### config.mk
export PLATFORM = sky130hd
export DESIGN_NAME = aes_key_sched_ctrl
export DESIGN_NICKNAME = d
export VERILOG_FILES = /design/src/rtl/aes_pkg.sv /design/src/rtl/aes_rcon_gen.sv /design/src/rtl/aes_key_sched_ctrl.sv
export SDC_FILE = /design/constraint.sdc
export NUM_CORES = 1
export LEC_CHECK = 0
export ABC_AREA = 1
export BUFFER_PORTS_ARGS = -buffer_cell sky130_fd_sc_hd__buf_2
export CORE_AREA = 5 5 213 215
export DETAILED_ROUTE_END_ITERATION = 7
export DIE_AREA = 0 0 218 220
export PLACE_DENSITY = 0.42
export SLEW_MARGIN = 20
export SYNTH_ARGS = -nofsm -noshare
export SYNTH_HDL_FRONTEND = slang
export SYNTH_HIERARCHICAL = 1
export SYNTH_SLANG_ARGS = --single-unit
export TNS_END_PERCENT = 20
### constraint.sdc
create_clock -name clk -period 5.5 [get_ports clk]
set_clock_uncertainty 0.05 [all_clocks]
set_input_delay 1.1 -clock clk [delete_from_list [all_inputs] [get_ports clk]]
set_output_delay 1.1 -clock clk [all_outputs]
set_load 0.005 [all_outputs]
### src/rtl/aes_pkg.sv
// aes_pkg: shared constants, FSM state type and rcon helper for the AES-128 key schedule controller.
// The REPLAY state exists only when AES_KEY_CACHE_EN is defined.
package aes_pkg;
    localparam int         AES_NR    = 10;
    localparam logic [7:0] RCON_INIT = 8'h01;
    localparam logic [7:0] RCON_POLY = 8'h1b;
    typedef logic [3:0] round_t;
`ifdef AES_KEY_CACHE_EN
    typedef enum logic [2:0] {IDLE, LOAD, EMIT, SBOX, STEP, DONE, REPLAY} state_t;
`else
    typedef enum logic [2:0] {IDLE, LOAD, EMIT, SBOX, STEP, DONE} state_t;
`endif
    function automatic logic [7:0] xtime(input logic [7:0] b);
        return {b[6:0], 1'b0} ^ (b[7] ? RCON_POLY : 8'h00);
    endfunction
endpackage

### src/rtl/aes_rcon_gen.sv
// aes_rcon_gen: round-constant register, restarts at 01 on init and advances by xtime on adv.
module aes_rcon_gen
    import aes_pkg::*;
(
    input  logic       clk,
    input  logic       rst,
    input  logic       i_init,
    input  logic       i_adv,
    output logic [7:0] o_rcon
);
    always_ff @(posedge clk or posedge rst) begin
        if (rst)
            o_rcon <= RCON_INIT;
        else if (i_init)
            o_rcon <= RCON_INIT;
        else if (i_adv)
            o_rcon <= xtime(o_rcon);
    end
endmodule

### src/rtl/aes_key_sched_ctrl.sv
// aes_key_sched_ctrl: drives an external AES-128 key-expansion datapath and streams round keys 0..10.
// Define AES_KEY_CACHE_EN to add an 11-entry round-key cache that can be re-streamed with replay.
module aes_key_sched_ctrl
    import aes_pkg::*;
(
    input  logic         clk,
    input  logic         rst,
    input  logic         start,
    input  logic [127:0] key,
    input  logic         abort,
    input  logic         replay,
    output logic         ke_load,
    output logic         ke_step,
    output logic [127:0] ke_key_in,
    output logic [31:0]  ke_rcon,
    input  logic [127:0] ke_key_out,
    output logic         rk_valid,
    input  logic         rk_ready,
    output logic [127:0] rk_data,
    output logic [3:0]   rk_idx,
    output logic         busy,
    output logic         done
);
    localparam round_t LAST = round_t'(AES_NR);

    state_t     r_state;
    round_t     r_round;
    logic [7:0] w_rcon;
    logic       w_init;
    logic       w_adv;

    assign w_init = (r_state == IDLE) && start && !abort;
    assign w_adv  = (r_state == STEP) && !abort;
    assign rk_idx = r_round;

    aes_rcon_gen u_rcon (
        .clk    (clk),
        .rst    (rst),
        .i_init (w_init),
        .i_adv  (w_adv),
        .o_rcon (w_rcon)
    );

`ifdef AES_KEY_CACHE_EN
    logic [127:0] r_cache [0:AES_NR];
    logic         r_cache_valid;

    always_ff @(posedge clk) begin
        if (r_state == EMIT && rk_ready && !abort)
            r_cache[r_round] <= ke_key_out;
    end

    // Valid only once a full expansion has been accepted; any new start or abort invalidates it.
    always_ff @(posedge clk or posedge rst) begin
        if (rst)
            r_cache_valid <= 1'b0;
        else if (abort || w_init)
            r_cache_valid <= 1'b0;
        else if (r_state == EMIT && rk_ready && r_round == LAST)
            r_cache_valid <= 1'b1;
    end

    assign rk_data = !rk_valid ? '0 : (r_state == REPLAY) ? r_cache[r_round] : ke_key_out;
`else
    logic w_unused;
    assign w_unused = replay;
    assign rk_data  = rk_valid ? ke_key_out : '0;
`endif

    always_ff @(posedge clk or posedge rst) begin
        if (rst) begin
            r_state   <= IDLE;
            r_round   <= '0;
            ke_load   <= 1'b0;
            ke_step   <= 1'b0;
            ke_key_in <= '0;
            ke_rcon   <= '0;
            rk_valid  <= 1'b0;
            busy      <= 1'b0;
            done      <= 1'b0;
        end else if (abort) begin
            r_state   <= IDLE;
            r_round   <= '0;
            ke_load   <= 1'b0;
            ke_step   <= 1'b0;
            ke_key_in <= '0;
            ke_rcon   <= '0;
            rk_valid  <= 1'b0;
            busy      <= 1'b0;
            done      <= 1'b0;
        end else begin
            case (r_state)
                IDLE: if (start) begin
                    r_state   <= LOAD;
                    r_round   <= '0;
                    ke_load   <= 1'b1;
                    ke_key_in <= key;
                    busy      <= 1'b1;
                end
`ifdef AES_KEY_CACHE_EN
                else if (replay && r_cache_valid) begin
                    r_state  <= REPLAY;
                    r_round  <= '0;
                    rk_valid <= 1'b1;
                    busy     <= 1'b1;
                end
`endif
                LOAD: begin
                    r_state   <= EMIT;
                    ke_load   <= 1'b0;
                    ke_key_in <= '0;
                    rk_valid  <= 1'b1;
                end
                EMIT: if (rk_ready) begin
                    r_state  <= (r_round == LAST) ? DONE : SBOX;
                    rk_valid <= 1'b0;
                    done     <= (r_round == LAST);
                end
                // The datapath's S-box result is ready one cycle after the key is emitted.
                SBOX: begin
                    r_state <= STEP;
                    ke_step <= 1'b1;
                    ke_rcon <= {w_rcon, 24'h0};
                end
                STEP: begin
                    r_state  <= EMIT;
                    ke_step  <= 1'b0;
                    ke_rcon  <= '0;
                    r_round  <= r_round + 1'b1;
                    rk_valid <= 1'b1;
                end
                DONE: begin
                    r_state <= IDLE;
                    r_round <= '0;
                    done    <= 1'b0;
                    busy    <= 1'b0;
                end
`ifdef AES_KEY_CACHE_EN
                REPLAY: if (rk_ready) begin
                    if (r_round == LAST) begin
                        r_state  <= DONE;
                        rk_valid <= 1'b0;
                        done     <= 1'b1;
                    end else begin
                        r_round <= r_round + 1'b1;
                    end
                end
`endif
                default: r_state <= IDLE;
            endcase
        end
    end
endmodule

==> metrics.md <==
| Metric | Value |
|---|---|
| PortBufs | `533` |
| Remaining DRCs | `0` |
| CTS resizes | `0` |
| Crit path DAT | `2.48 ns` |
| Drt wl/cell | `16.2 µm` |
| TritonRoute pass-1 iters | `5` |
| Setup TNS | `0 ns` |
| Most common cell in the synthesized netlist | `nand2_1` |
| Synth area leaders | `dfrtp_1, nand2_1, nand3_1` |
| Worst r2r dst | `ke_key_in[39]` |
| Worst-path clk slew | `0.07 ns` |
| Worst-Skew Late Latency | `0.45 ns` |
| IO Pins | `559` |
| Die area | `48,000 µm²` |
| Core area | `43,500 µm²` |
| Root Buffer | `clkbuf_16` |
| Worst-Margin Slew | `1.04 ns` |
| Setup slack, reg-to-reg | `3.18 ns` |
| HP Start | `ke_key_in[110]` |
| Synth Cell Area | `7640 µm²` |
| Post-CTS setup buffers | `0` |
| Hold endpoint | `ke_key_in[110]` |
| Layout cells sized above 1 | `38.2%` |
| Total clock buffers created by CTS | `17` |
| Area delta synth->final | `48.4%` |
| R2R Path Start | `r_state[1]` |
| RSZ-0062 raised after global routing | `no` |
| Via density | `3.83` |
| Placement Setup Slack | `2.22 ns` |
| Die H | `220 µm` |
| Synth top cells by count | `nand2_1, dfrtp_1, nand3_1` |
| Largest net degree at the start of global routing | `106` |
| Post-place instance area | `10,800 µm²` |
| GPL Wtd Cong | `0.942` |
| Vias | `8,183` |
| Starting Density | `17.6%` |
| Vias in the first global route | `7,697` |
| Main synth FF type | `dfrtp_1` |
| Post-synth EDFFs | `0` |
| Cts hold-fix bufs | `0` |
| IR Drop Worst-Case VDD | `181 µV` |
| Min-delay worst type | `register to register` |
| Max-cap violations | `0` |
| Hold path depth | `2` |
| H-tree levels | `4` |
| Critical path class | `register to output port` |
| Req. time, crit path | `4.35 ns` |
| Yosys top cell by area | `dfrtp_1` |
| Leakage power | `0.00779 µW` |
| Total clock sinks | `156` |
| Max clock buf depth | `2` |
| Post-synthesis sequential area ratio | `51.1%` |
| Post-Route WL | `34,700 µm` |
| Share of the synthesized area in the top cell type | `50.7%` |
| Final setup margin | `1.87 ns` |
| Final Cycle Share | `65.9%` |
| Synth cell types | `27` |
| Worst setup SP type | `register` |
| Synth Register Bits | `156` |
| Final setup viols | `0` |
| Async set-reset flop share out of synthesis | `100%` |
| Synth Area per Inst | `7.44 µm²` |
| Slew Viols, Final | `0` |
| Critical Path End Type | `output port` |
| Crit path max fanout | `105` |
| GRT overflow | `0` |
| CTS tree | `done` |
| Synthesized instance count | `1,027` |
| Relative slew slack | `30.6%` |
| Die Wd | `218 µm` |
| Reg2Reg Depth | `7` |
| Status | `finished clean` |
| ANT nets after route | `0` |
| Final min period | `3.63 ns` |
| Fmax | `276 MHz` |
| Initial antenna violation count | `5` |
| Placed Cells incl. Taps | `2,102` |
| Final nets | `1,794` |
| Finished Layout Cells | `2,137` |
| Final hold slack | `0.412 ns` |
| PwrDens | `282 nW/µm²` |
| Final Hold Viols | `0` |
| All-Layer GR Usage | `13.5%` |
| Yosys warnings | `6` |
| Post-DP HPWL | `26,900 µm` |
| Site Rows | `77` |
| Final Instance Area | `11,300 µm²` |
| DR iter-0 viols | `432` |
| First-pass GRT wire length | `48,900 µm` |
[how the worst max path moves through the flow]
stage	start	end	slack [ns]	depth (start not counted)
final	rk_valid	rk_data[25]	1.87	4
after floorplan	rst	busy	0.37	1
after CTS	rk_valid	rk_data[40]	1.85	4
after global placement	abort	ke_key_in[5]	2.19	7
after detailed placement	abort	ke_key_in[10]	2.22	7
after global routing	rk_valid	rk_data[25]	1.72	4
[final cells by class]
cell class | instances | area (µm²)
Timing Repair Buffer | 542 | 2800
Clock buffer | 23 | 458
Clock inverter | 9 | 88.8
Multi-Input combinational cell | 663 | 2780
Fill cell | 5008 | 32200
Sequential cell | 156 | 3910
Inverter | 150 | 568
Antenna cell | 2 | 5.00
Tap cell | 592 | 741
[per-stage QoR]
step / power (µW) / utilization [%]
finish: 3200 / 26.1
global placement: 2100 / 24.7
CTS: 3280 / 26.0
detailed placement: 2100 / 24.7
floorplan: 1700 / -
global route: 3400 / 26.1
[routing by layer]
| metal | vias up | wire, µm | GRT usage [%] |
|---|---|---|---|
| li1 | 4035 | - | - |
| met5 | - | 13 | 0 |
| met2 | 295 | 17800 | 23.5 |
| met3 | 30 | 2460 | 3.72 |
| met1 | 3821 | 13700 | 16.1 |
| met4 | 2 | 687 | 4.48 |
[kinds of logic (layout without fill, tap and decap cells)]
logic type / Yosys count / count (layout) / share of synthesized area [%]
buffers and inverters: 231 / 724 / 13.8
other: 1 / 26 / 0.0491
adder cells (fa/ha/maj): 2 / 2 / 0.327
XOR/XNOR: 2 / 2 / 0.229
AO/OA/AOI/OAI: 9 / 9 / 0.737
AND/OR/NAND/NOR: 626 / 626 / 33.7
flip-flops: 156 / 156 / 51.1
[critical path, stage by stage, from the launching register on]
cell	delay, ns
dfrtp_4	1.07
buf_4	0.43
nand2_1	0.22
inv_1	0.09
buf_2	0.11
[flip-flops by register name (all words and copies together) (netlist names)]
name,count
ke_key_in,128
done,1
u_rcon/o_rcon,8
ke_load,1
ke_step,1
r_state,3
busy,1
rk_idx,4
rk_valid,1
ke_rcon,8
[report_power, final]
part	total, µW	internal (µW)	switching [µW]
Clock	1140	635	504
Combinational	735	289	446
Sequential	1320	1240	85.4
[layout by cell type, fill, tap and decap left out, types with 5 or more instances in the layout]
master,count
inv_1,142
dfrtp_1,154
inv_2,7
nor2_4,5
buf_2,533
nor2_1,13
clkbuf_1,5
clkbuf_16,17
nand2_1,456
buf_12,5
nand3_1,147
conb_1,24
(Power assumes the default switching activity.)
